[src/rtl/sd_init_seq_if.sv]
// Command-stage handshake bundle between the SD init sequencer
// and the SPI command/response stage.
interface sd_init_seq_if;
    logic [5:0]  cmdIndex;
    logic [31:0] cmdArgument;
    logic        cmdStart;
    logic        cmdBusy;
    logic        cmdFinish;
    logic [39:0] cmdResponse;

    modport master (
        output cmdIndex,
        output cmdArgument,
        output cmdStart,
        input  cmdBusy,
        input  cmdFinish,
        input  cmdResponse
    );

    modport slave (
        input  cmdIndex,
        input  cmdArgument,
        input  cmdStart,
        output cmdBusy,
        output cmdFinish,
        output cmdResponse
    );
endinterface

[src/rtl/sd_init_seq.sv]
// SPI-mode SD card power-up / init sequencer.
// Walks CMD0, CMD8, CMD55+ACMD41 loop, CMD58 and classifies the card.
module sd_init_seq #(
    parameter int PWRUP_CYCLES = 80,
    parameter int CMD0_RETRIES = 8,
    parameter int ACMD41_MAX   = 1000,
    parameter int GAP_CYCLES   = 8
) (
    input  logic          clk,
    input  logic          reset,
    input  logic          start_i,
    sd_init_seq_if.master cmd,
    output logic          csN_o,
    output logic          isBusy_o,
    output logic          isReady_o,
    output logic          isError_o,
    output logic [2:0]    errorCode_o,
    output logic          isSDv2_o,
    output logic          isHC_o
);
    localparam logic [3:0] S_IDLE    = 4'd0;
    localparam logic [3:0] S_PWRUP   = 4'd1;
    localparam logic [3:0] S_GAP     = 4'd2;
    localparam logic [3:0] S_ISSUE   = 4'd3;
    localparam logic [3:0] S_WAIT    = 4'd4;
    localparam logic [3:0] S_RELEASE = 4'd5;
    localparam logic [3:0] S_EVAL    = 4'd6;
    localparam logic [3:0] S_DONE    = 4'd7;
    localparam logic [3:0] S_ERROR   = 4'd8;

    localparam logic [2:0] C_CMD0   = 3'd0;
    localparam logic [2:0] C_CMD8   = 3'd1;
    localparam logic [2:0] C_CMD55  = 3'd2;
    localparam logic [2:0] C_ACMD41 = 3'd3;
    localparam logic [2:0] C_CMD58  = 3'd4;

    localparam int PWR_W = $clog2(PWRUP_CYCLES) + 1;
    localparam int GAP_W = $clog2(GAP_CYCLES) + 1;
    localparam int RTY_W = $clog2(CMD0_RETRIES) + 1;
    localparam int ACM_W = $clog2(ACMD41_MAX) + 1;

    logic [3:0]       state_q, state_d;
    logic [2:0]       pend_q, pend_d;
    logic [PWR_W-1:0] pwr_q, pwr_d;
    logic [GAP_W-1:0] gap_q, gap_d;
    logic [RTY_W-1:0] retry_q, retry_d;
    logic [ACM_W-1:0] acmd_q, acmd_d;
    logic             start_q;
    logic [5:0]       idx_q, idx_d;
    logic [31:0]      arg_q, arg_d;
    logic             go_q, go_d;
    logic [7:0]       r1_q, r1_d;
    logic             pat_q, pat_d;
    logic             ccs_q, ccs_d;
    logic             cs_q, cs_d;
    logic             busy_q, busy_d;
    logic             ready_q, ready_d;
    logic             err_q, err_d;
    logic [2:0]       code_q, code_d;
    logic             v2_q, v2_d;
    logic             hc_q, hc_d;

    logic             accept;
    logic             go_gap, fail, done;
    logic [2:0]       nxt, fcode;

    // Only R1, the CMD8 echo pattern and the OCR CCS bit matter here.
    logic unused_resp;
    assign unused_resp = ^{cmd.cmdResponse[31], cmd.cmdResponse[29:12]};

    assign cmd.cmdIndex    = idx_q;
    assign cmd.cmdArgument = arg_q;
    assign cmd.cmdStart    = go_q;
    assign csN_o           = cs_q;
    assign isBusy_o        = busy_q;
    assign isReady_o       = ready_q;
    assign isError_o       = err_q;
    assign errorCode_o     = code_q;
    assign isSDv2_o        = v2_q;
    assign isHC_o          = hc_q;

    assign accept = start_i && !start_q &&
                    (state_q == S_IDLE || state_q == S_DONE ||
                     state_q == S_ERROR);

    // Next-state logic: sequencing, command issue and response evaluation.
    always_comb begin
        state_d = state_q;
        pend_d  = pend_q;
        pwr_d   = pwr_q;
        gap_d   = gap_q;
        retry_d = retry_q;
        acmd_d  = acmd_q;
        idx_d   = idx_q;
        arg_d   = arg_q;
        go_d    = go_q;
        r1_d    = r1_q;
        pat_d   = pat_q;
        ccs_d   = ccs_q;
        cs_d    = cs_q;
        busy_d  = busy_q;
        ready_d = ready_q;
        err_d   = err_q;
        code_d  = code_q;
        v2_d    = v2_q;
        hc_d    = hc_q;
        go_gap  = 1'b0;
        fail    = 1'b0;
        done    = 1'b0;
        nxt     = pend_q;
        fcode   = 3'd0;

        case (state_q)
            S_IDLE, S_DONE, S_ERROR: begin
                if (accept) begin
                    state_d = S_PWRUP;
                    pend_d  = C_CMD0;
                    pwr_d   = '0;
                    retry_d = '0;
                    acmd_d  = '0;
                    ready_d = 1'b0;
                    err_d   = 1'b0;
                    code_d  = 3'd0;
                    v2_d    = 1'b0;
                    hc_d    = 1'b0;
                    busy_d  = 1'b1;
                    cs_d    = 1'b1;
                    go_d    = 1'b0;
                end
            end
            S_PWRUP: begin
                if (pwr_q == PWR_W'(PWRUP_CYCLES - 1)) begin
                    cs_d   = 1'b0;
                    go_gap = 1'b1;
                    nxt    = C_CMD0;
                end else begin
                    pwr_d = pwr_q + 1'b1;
                end
            end
            S_GAP: begin
                if (gap_q == GAP_W'(GAP_CYCLES - 1)) begin
                    state_d = S_ISSUE;
                    arg_d   = 32'h0;
                    case (pend_q)
                        C_CMD8: begin
                            idx_d = 6'd8;
                            arg_d = 32'h0000_01AA;
                        end
                        C_CMD55: idx_d = 6'd55;
                        C_ACMD41: begin
                            idx_d = 6'd41;
                            arg_d = v2_q ? 32'h4000_0000 : 32'h0;
                        end
                        C_CMD58: idx_d = 6'd58;
                        default: idx_d = 6'd0;
                    endcase
                end else begin
                    gap_d = gap_q + 1'b1;
                end
            end
            S_ISSUE: begin
                if (!cmd.cmdBusy && !cmd.cmdFinish) begin
                    go_d    = 1'b1;
                    state_d = S_WAIT;
                end
            end
            S_WAIT: begin
                if (cmd.cmdFinish) begin
                    r1_d    = cmd.cmdResponse[39:32];
                    pat_d   = cmd.cmdResponse[11:0] == 12'h1AA;
                    ccs_d   = cmd.cmdResponse[30];
                    go_d    = 1'b0;
                    state_d = S_RELEASE;
                end
            end
            S_RELEASE: begin
                if (!cmd.cmdFinish) begin
                    state_d = S_EVAL;
                end
            end
            S_EVAL: begin
                case (pend_q)
                    C_CMD0: begin
                        if (r1_q == 8'h01) begin
                            go_gap = 1'b1;
                            nxt    = C_CMD8;
                        end else if (retry_q == RTY_W'(CMD0_RETRIES - 1)) begin
                            fail  = 1'b1;
                            fcode = 3'd1;
                        end else begin
                            retry_d = retry_q + 1'b1;
                            go_gap  = 1'b1;
                            nxt     = C_CMD0;
                        end
                    end
                    C_CMD8: begin
                        if (r1_q == 8'h01 && pat_q) begin
                            v2_d   = 1'b1;
                            go_gap = 1'b1;
                            nxt    = C_CMD55;
                        end else if (!r1_q[7] && r1_q[2]) begin
                            // Illegal-command reply: legacy v1 card.
                            v2_d   = 1'b0;
                            go_gap = 1'b1;
                            nxt    = C_CMD55;
                        end else begin
                            fail  = 1'b1;
                            fcode = 3'd2;
                        end
                    end
                    C_CMD55: begin
                        if ((r1_q & 8'hFE) == 8'h00) begin
                            go_gap = 1'b1;
                            nxt    = C_ACMD41;
                        end else begin
                            fail  = 1'b1;
                            fcode = 3'd3;
                        end
                    end
                    C_ACMD41: begin
                        if (r1_q == 8'h00) begin
                            if (v2_q) begin
                                go_gap = 1'b1;
                                nxt    = C_CMD58;
                            end else begin
                                done = 1'b1;
                            end
                        end else if (r1_q == 8'h01) begin
                            if (acmd_q == ACM_W'(ACMD41_MAX - 1)) begin
                                fail  = 1'b1;
                                fcode = 3'd3;
                            end else begin
                                acmd_d = acmd_q + 1'b1;
                                go_gap = 1'b1;
                                nxt    = C_CMD55;
                            end
                        end else begin
                            fail  = 1'b1;
                            fcode = 3'd3;
                        end
                    end
                    C_CMD58: begin
                        if (r1_q == 8'h00) begin
                            hc_d = ccs_q;
                            done = 1'b1;
                        end else begin
                            fail  = 1'b1;
                            fcode = 3'd4;
                        end
                    end
                    default: begin
                        fail  = 1'b1;
                        fcode = 3'd0;
                    end
                endcase
            end
            default: state_d = S_IDLE;
        endcase

        if (go_gap) begin
            state_d = S_GAP;
            gap_d   = '0;
            pend_d  = nxt;
        end
        if (fail) begin
            state_d = S_ERROR;
            err_d   = 1'b1;
            code_d  = fcode;
            busy_d  = 1'b0;
            cs_d    = 1'b1;
            go_d    = 1'b0;
        end
        if (done) begin
            state_d = S_DONE;
            ready_d = 1'b1;
            busy_d  = 1'b0;
            cs_d    = 1'b0;
        end
    end

    // State registers; reset drops cmdStart at once, even mid-command.
    always_ff @(posedge clk or negedge reset) begin
        if (!reset) begin
            state_q <= S_IDLE;
            pend_q  <= C_CMD0;
            pwr_q   <= '0;
            gap_q   <= '0;
            retry_q <= '0;
            acmd_q  <= '0;
            start_q <= 1'b0;
            idx_q   <= 6'd0;
            arg_q   <= 32'h0;
            go_q    <= 1'b0;
            r1_q    <= 8'h00;
            pat_q   <= 1'b0;
            ccs_q   <= 1'b0;
            cs_q    <= 1'b1;
            busy_q  <= 1'b0;
            ready_q <= 1'b0;
            err_q   <= 1'b0;
            code_q  <= 3'd0;
            v2_q    <= 1'b0;
            hc_q    <= 1'b0;
        end else begin
            state_q <= state_d;
            pend_q  <= pend_d;
            pwr_q   <= pwr_d;
            gap_q   <= gap_d;
            retry_q <= retry_d;
            acmd_q  <= acmd_d;
            start_q <= start_i;
            idx_q   <= idx_d;
            arg_q   <= arg_d;
            go_q    <= go_d;
            r1_q    <= r1_d;
            pat_q   <= pat_d;
            ccs_q   <= ccs_d;
            cs_q    <= cs_d;
            busy_q  <= busy_d;
            ready_q <= ready_d;
            err_q   <= err_d;
            code_q  <= code_d;
            v2_q    <= v2_d;
            hc_q    <= hc_d;
        end
    end
endmodule

[src/flat_wrapper.sv]
// flat-port wrapper written by rule: the top's interface ports become plain ports
module sd_init_seq_flat 
#(
    parameter int PWRUP_CYCLES = 80,
    parameter int CMD0_RETRIES = 8,
    parameter int ACMD41_MAX   = 1000,
    parameter int GAP_CYCLES   = 8
)
  (clk, reset, start_i, csN_o, isBusy_o, isReady_o, isError_o, errorCode_o, isSDv2_o, isHC_o, cmd_cmdIndex, cmd_cmdArgument, cmd_cmdStart, cmd_cmdBusy, cmd_cmdFinish, cmd_cmdResponse);
  sd_init_seq_if cmd_i ();
  input  logic clk;
  input  logic reset;
  input  logic start_i;
  output logic csN_o;
  output logic isBusy_o;
  output logic isReady_o;
  output logic isError_o;
  output logic [2:0] errorCode_o;
  output logic isSDv2_o;
  output logic isHC_o;
  output wire logic [$bits(cmd_i.cmdIndex)-1:0] cmd_cmdIndex;
  output wire logic [$bits(cmd_i.cmdArgument)-1:0] cmd_cmdArgument;
  output wire logic [$bits(cmd_i.cmdStart)-1:0] cmd_cmdStart;
  input wire logic [$bits(cmd_i.cmdBusy)-1:0] cmd_cmdBusy;
  input wire logic [$bits(cmd_i.cmdFinish)-1:0] cmd_cmdFinish;
  input wire logic [$bits(cmd_i.cmdResponse)-1:0] cmd_cmdResponse;
  assign cmd_cmdIndex = cmd_i.cmdIndex;
  assign cmd_cmdArgument = cmd_i.cmdArgument;
  assign cmd_cmdStart = cmd_i.cmdStart;
  assign cmd_i.cmdBusy = cmd_cmdBusy;
  assign cmd_i.cmdFinish = cmd_cmdFinish;
  assign cmd_i.cmdResponse = cmd_cmdResponse;
  sd_init_seq #(.PWRUP_CYCLES(PWRUP_CYCLES), .CMD0_RETRIES(CMD0_RETRIES), .ACMD41_MAX(ACMD41_MAX), .GAP_CYCLES(GAP_CYCLES)) u_core (.clk(clk), .reset(reset), .start_i(start_i), .cmd(cmd_i), .csN_o(csN_o), .isBusy_o(isBusy_o), .isReady_o(isReady_o), .isError_o(isError_o), .errorCode_o(errorCode_o), .isSDv2_o(isSDv2_o), .isHC_o(isHC_o));
endmodule
[config.mk]
export PLATFORM = sky130hd
export DESIGN_NAME = sd_init_seq_flat
export DESIGN_NICKNAME = d
export VERILOG_FILES = /design/src/rtl/sd_init_seq_if.sv /design/src/rtl/sd_init_seq.sv /design/src/flat_wrapper.sv
export SDC_FILE = /design/constraint.sdc
export NUM_CORES = 1
export LEC_CHECK = 0
export BUFFER_PORTS_ARGS = -buffer_cell sky130_fd_sc_hd__buf_2
export CAP_MARGIN = 15
export CORE_MARGIN = 2
export CORE_UTILIZATION = 40
export DETAILED_ROUTE_END_ITERATION = 8
export PLACE_DENSITY = 0.67
export SKIP_CTS_REPAIR_TIMING = 1
export SLEW_MARGIN = 10
export SYNTH_ARGS = -nofsm -noshare
export SYNTH_HDL_FRONTEND = slang
export SYNTH_SLANG_ARGS = --single-unit
[constraint.sdc]
create_clock -name clk -period 2.3 [get_ports clk]
set_clock_uncertainty 0.15 [all_clocks]
set_input_delay 0 -clock clk [delete_from_list [all_inputs] [get_ports clk]]
set_output_delay 0 -clock clk [all_outputs]
set_load 0.005 [all_outputs]
==> summary.md, run 1 <==
| Metric | Value |
|---|---|
| Routed wire per std cell | `around 15 um` |
| Count leader, synth | `dfrtp_1` |
| Area contributors post-synth | `dfrtp_1 (41%), buf_4 (6.3%), nand2_1 (4.1%)` |
| M1 GR Usage | `roughly a quarter` |
| Share of cells above drive strength 1 | `between 30 and 40%` |
| Setup TNS Final | `-0.122 ns` |
| I/O pin total | `93` |
| PwrDens | `1010 mW/mm2` |
| Main synth FF type | `dfrtp_1` |
| Synth top area share | `between 40% and 50%` |
| Setup crit end kind | `flip-flop` |
| First-pass GRT wire length | `approximately 14000 um` |
| Met2 Usage GRT | `around 30%` |
| Initial antenna violation count | `0` |
| Post-route setup slack | `-0.0738 ns` |
| Flop2flop setup slack | `-0.07 ns` |
| Post-synthesis adder-cell area fraction | `1.63%` |
| All-Layer GR Usage | `between 10% and 20%` |
| Slew headroom | `45.7%` |
| Cell taking the most area after synthesis | `dfrtp_1` |
| Final Hold Fails | `0` |
| Synth Area in XOR/XNOR | `roughly 3.3%` |
| Synth Area in Compound Gates | `between 10% and 20%` |
| Die area | `0.0100 mm2` |
| Reg clk slew, reported paths | `0.07 ns` |
| Pre-antenna DRT Iters | `4` |
| Final setup violation count | `3` |
| H-tree levels | `3` |
| Failing checks | `negative setup slack` |
| Kind of critical path | `flip-flop to flip-flop` |
| Clock Latency Late Sink | `0.34 ns` |
| Clk sinks | `62` |
| Final Cycle Share | `103%` |
| Antenna Nets Post-Route | `0` |
| Die width | `100 um` |
| Met3 usage | `under 10%` |
| Peak VDD IR | `approximately 660 uV` |
| EDFF count, synth | `0` |
| Mux cell area share after synthesis | `approximately 3.8%` |
| Cell Area, Synth | `~0.0037 mm2` |
| Root Buffer | `clkbuf_8` |
| Main combinational cell family by area after synthesis | `simple AND/OR/NAND/NOR gates` |
| Critical Path Fanout Max | `7` |
| Yosys warnings | `0` |
| Average size of a mapped cell | `9.57 um2` |
| Worst endpoint data arrival time | `around 2.5 ns` |
| Register area | `between 0.0015 and 0.002 mm2` |
| Gpl congestion | `approximately 0.9` |
| Largest net degree at the start of global routing | `63` |
| Status | `complete, but fails checks` |
| Vias per cell | `5.32` |
| Post-synthesis simple-gate area fraction | `about a quarter` |
| Routed Wire Length | `approximately 9000 um` |
| Diode count | `0` |
| Ys async rst share | `100%` |
| IO Port Bufs | `47` |
| DRT iter0 DRCs | `roughly 110` |
| Max cap viols | `0` |
| Max Clock Freq | `421 MHz` |
| Vias in the first global route | `approximately 3k` |
| Multi-input logic area | `between 0.0015 and 0.002 mm2` |
| #FFs+latches synth | `62` |
| Worst path required time | `between 2 and 2.5 ns` |
| Synth top cells by count | `dfrtp_1 (61), nand2_1 (40), buf_4 (31)` |
| Post-Syn Instances | `between 300 and 400` |
| Final min period | `~2.4 ns` |
| Util after Layout | `approximately 52%` |
| Yosys cell types | `77` |
| Worst-Margin Slew | `~0.81 ns` |
| Initial Utilization | `between 40% and 50%` |
| Fraction of the yosys area taken by sequential cells | `a little over two fifths` |
| Num CTS Buffers | `9` |
| Fin. max-slew vios | `0` |
| CTS max path bufs | `2` |
| Area Growth Syn to Fin | `27.3%` |
| DRC Markers | `0` |
| Die Span Y | `between 90 and 100 um` |
| Row count | `35` |
| GRT Residual Overflow | `0` |
| Core area | `between 0.009 and 0.01 mm2` |
| CTS tree | `done` |
| Via Count | `roughly 3.2k` |
| Top Usage Layer GRT | `met2` |
| Layout fillers | `840` |
| CP Launch Type | `flip-flop` |
| Lkg Pwr | `roughly 2.1 nW` |
| RSZ-0062 raised after global routing | `yes` |
| Nets | `531` |
| Hold/Removal Path Class | `input pin to flip-flop` |
| Final HPWL DP | `between 6000 and 7000 um` |
[through the flow]
step / hold WS, ns / area, um2 / setup WS [ns] / std cells / power (mW)
after floorplan: -0.446 / 3780 / 0.0460 / 410 / 2.83
after global placement: -0.0162 / 4210 / -0.0312 / 563 / 3.44
after detailed placement: -0.0197 / 4210 / -0.0637 / 563 / 3.51
after CTS: -0.378 / 4440 / -0.0960 / 579 / 4.66
after global routing: 0.176 / 4690 / -0.146 / 598 / 5.04
final: 0.148 / 4690 / -0.0738 / 598 / 4.73
[logic make-up after synthesis]
kind of cell | Yosys count
compound gates | 79
xor+xnor | 14
fa+ha+maj | 5
buf+inv | 53
flops | 62
mux | 13
other cells | 1
simple gates | 158
[report_power, final]
part / internal [mW] / leakage (nW) / switching (mW) / total (mW)
registers: 1.43 / 0.824 / 0.334 / 1.76
clock network: 0.698 / 0.120 / 0.436 / 1.13
logic: 0.904 / 1.17 / 0.936 / 1.84
[path summary, 6_finish.rpt]
check | startpoint | endpoint | cells past startpoint
max | u_core.r1_q[4] | u_core.acmd_q[6] | 5
min | cmd_cmdFinish | u_core.cmd.cmdStart | 6
max reg2reg | u_core.r1_q[4] | u_core.acmd_q[6] | 5
min reg2reg | u_core.cmd.cmdIndex[0] | u_core.cmd.cmdIndex[0] | 2
max in group asynchronous | reset | u_core.gap_q[0] | 3
min in group asynchronous | reset | u_core.r1_q[0] | 3
[critical path, stage by stage (launching register included)]
cell and delay (ns):
dfrtp_1 0.38, or4_4 0.59, nor4_4 0.29, nand3_2 0.19, or4b_4 0.55, a21oi_2 0.15
[layout make-up]
| cell class | instances | share of cell area [%] |
|---|---|---|
| Clock buffer | 13 | 3.60 |
| Sequential cell | 62 | 33.1 |
| Timing Repair Buffer | 110 | 16.5 |
| Inverter | 4 | 0.320 |
| Multi-Input combinational cell | 295 | 42.2 |
| Clock inverter | 3 | 1.39 |
| Tap cell | 111 | 2.96 |
[registers in the layout, summed over array words and instances (netlist names), 4 cells and up]
signal,flops
u_core.acmd_q,11
u_core.cmd.cmdIndex,5
u_core.gap_q,4
u_core.pwr_q,8
u_core.r1_q,8
u_core.retry_q,4
u_core.state_q,4
[per-layer routing]
layer / vias up / wire (um)
met1: 1531 / 3920
met5: - / 0
met3: 11 / 370
met2: 81 / 4510
li1: 1558 / -
met4: 0 / 155
[cell usage in the layout, fill, tap and decap left out, types with 5 or more instances in the layout]
master and instances:
mux2_2 9, dfrtp_1 61, a21oi_1 15, nor2_1 30, xnor2_1 10, nand2b_1 5
conb_1 26, o21ai_0 14, nand2_1 40, nand3_1 15, clkbuf_8 12, nor3b_1 5
buf_4 45, dlygate4sd3_1 16, o31ai_1 7, nor3_1 14, buf_2 47
(Power assumes the default switching activity.)
==> inputs of run 2 (changes only) <==
- GPL_TIMING_DRIVEN: unset -> 0
- SKIP_LAST_GASP: unset -> 1
==> summary.md, run 2 (same netlist as run 1, synthesis figures left out) <==
| Metric | Value |
|---|---|
| Kind of critical path | `flip-flop to flip-flop` |
| Slowest stage delay, CP | `around 0.60 ns` |
| Clk sinks | `62` |
| Num CTS Buffers | `9` |
| Most common cell after layout, fill and taps aside | `dfrtp_1` |
| All-Layer GR Usage | `approximately 18%` |
| First-pass GRT wire length | `between 10000 and 15000 um` |
| Vias in the first global route | `slightly below 3k` |
| Max Clock Freq | `roughly 430 MHz` |
| IO Port Bufs | `between 40 and 50` |
| Top reg by flops | `u_core.acmd_q` |
| DRC Markers | `0` |
| Max cap viols | `0` |
| Peak VDD IR | `between 500 and 600 uV` |
| Root Buffer | `clkbuf_8` |
| Worst path required time | `roughly 2.4 ns` |
| DRT iter0 DRCs | `approximately 130` |
| Die width | `~100 um` |
| Worst-Margin Slew | `between 0.7 and 0.8 ns` |
| PwrDens | `around 900 mW/mm2` |
| CTS tree | `done` |
| Fin. max-slew vios | `0` |
| Clock Latency Late Sink | `0.34 ns` |
| Status | `complete, but fails checks` |
| Final HPWL DP | `6190 um` |
| Worst endpoint data arrival time | `2.43 ns` |
| Die area | `~0.010 mm2` |
| Placed inst area | `between 0.004 and 0.005 mm2` |
| Slew headroom | `about 47%` |
| Post-route setup slack | `-0.0474 ns` |
| Largest registers | `u_core.acmd_q: 11 flops, u_core.pwr_q: 8 flops, u_core.r1_q: 8 flops` |
| Failing checks | `negative setup slack` |
| Diode count | `0` |
| Largest net degree at the start of global routing | `63` |
| CP Launch Type | `flip-flop` |
| Share of cells above drive strength 1 | `between 30% and 40%` |
| H-tree levels | `3` |
| Gpl congestion | `approximately 0.88` |
| Design area | `slightly below 0.005 mm2` |
| Setup crit end kind | `flip-flop` |
| Routed wire per std cell | `between 10 and 15 um` |
| Area Growth Syn to Fin | `30.8%` |
| Initial antenna violation count | `0` |
| Layout fillers | `between 800 and 900` |
| CTS max path bufs | `2` |
| Flop2flop setup slack | `-0.05 ns` |
| Final min period | `between 2 and 2.5 ns` |
| Hold/Removal Path Class | `input pin to asynchronous set/reset pin` |
| Final Cycle Share | `102%` |
| Nets | `546` |
| Vias per cell | `roughly 5.3` |
| GRT Residual Overflow | `0` |
| Core area | `0.00911 mm2` |
| Final Hold Fails | `0` |
| Final setup violation count | `6` |
| Reg clk slew, reported paths | `roughly 0.07 ns` |
| Initial Utilization | `40.5%` |
| Overall power | `4.42 mW` |
| Routed Wire Length | `9100 um` |
| Antenna Nets Post-Route | `0` |
| Pre-antenna DRT Iters | `4` |
| Critical Path Fanout Max | `7` |
| Die Span Y | `100 um` |
| Largest register FFs | `11` |
| I/O pin total | `93` |
| Worst r2r src | `u_core.r1_q[4]` |
| Most frequent cells in the layout | `dfrtp_1 (59), buf_4 (48), buf_2 (47), nand2_1 (39), nor2_1 (30)` |
| Row count | `35` |
| FF-to-FF End | `u_core.acmd_q[8]` |
| Lkg Pwr | `roughly 2.1 nW` |
| Via Count | `between 3k and 4k` |
| Critical-path top delay cell | `or4_4` |
| R2r worst-path depth | `6` |
| RSZ-0062 raised after global routing | `yes` |
| CP Cell Sequence | `or4_4 > nor4_4 > nand3_4 > buf_4 > o31a_2 > o21a_1` |
[run 2: routing by layer]
| layer | GRT usage [%] | wire (um) |
|---|---|---|
| met5 | 0 | 0 |
| met4 | 7.38 | 185 |
| met3 | 3.41 | 420 |
| met2 | 29.3 | 4500 |
| met1 | 23.6 | 3990 |
[run 2: per-stage QoR]
stage          hold WS, ns  instances  utilization, %  setup TNS (ns)  setup WS, ns
6_report             0.136        613            52.9          -0.180       -0.0474
5_1_grt              0.189        613            52.9           -1.08        -0.133
4_1_cts             -0.393        584            47.5          -11.53        -0.473
3_5_place_dp       -0.0189        568            45.6          -10.04        -0.397
3_3_place_gp       -0.0249        568            45.6           -8.97        -0.426
2_1_floorplan       -0.446        410               -               0        0.0460
[run 2: how the worst max path moves through the flow]
stage	end	from	depth (start not counted)	slack (ns)
final	u_core.acmd_q[8]	u_core.r1_q[4]	6	-0.05
after global routing	u_core.state_q[0]	u_core.r1_q[6]	6	-0.13
after CTS	u_core.isHC_o	u_core.state_q[1]	7	-0.47
after detailed placement	u_core.isHC_o	u_core.state_q[1]	7	-0.40
after global placement	u_core.isHC_o	u_core.state_q[1]	7	-0.43
after floorplan	u_core.state_q[1]	u_core.acmd_q[0]	6	0.05
[run 2: cell type report]
type	instances	area (um2)	share of cell area, %
clock buffer	12	145	3.01
timing repair buffer	79	520	10.8
buffer	46	303	6.28
sequential	62	1560	32.3
multi-input combinational	295	2120	44.0
inverter	4	15.0	0.312
tap	111	139	2.88
clock inverter	4	22.5	0.467
[run 2: power by group]
part / switching [mW] / internal [mW]
Clock: 0.423 / 0.415
Sequential: 0.385 / 1.43
Combinational: 0.954 / 0.818
[run 2: worst max-delay path, delay by kind of cell, from the launching register on]
kind / cells / cell delay [ns]
simple gates: 3 / 1.06
compound gates: 2 / 0.45
flops: 1 / 0.41
buf+inv: 1 / 0.17
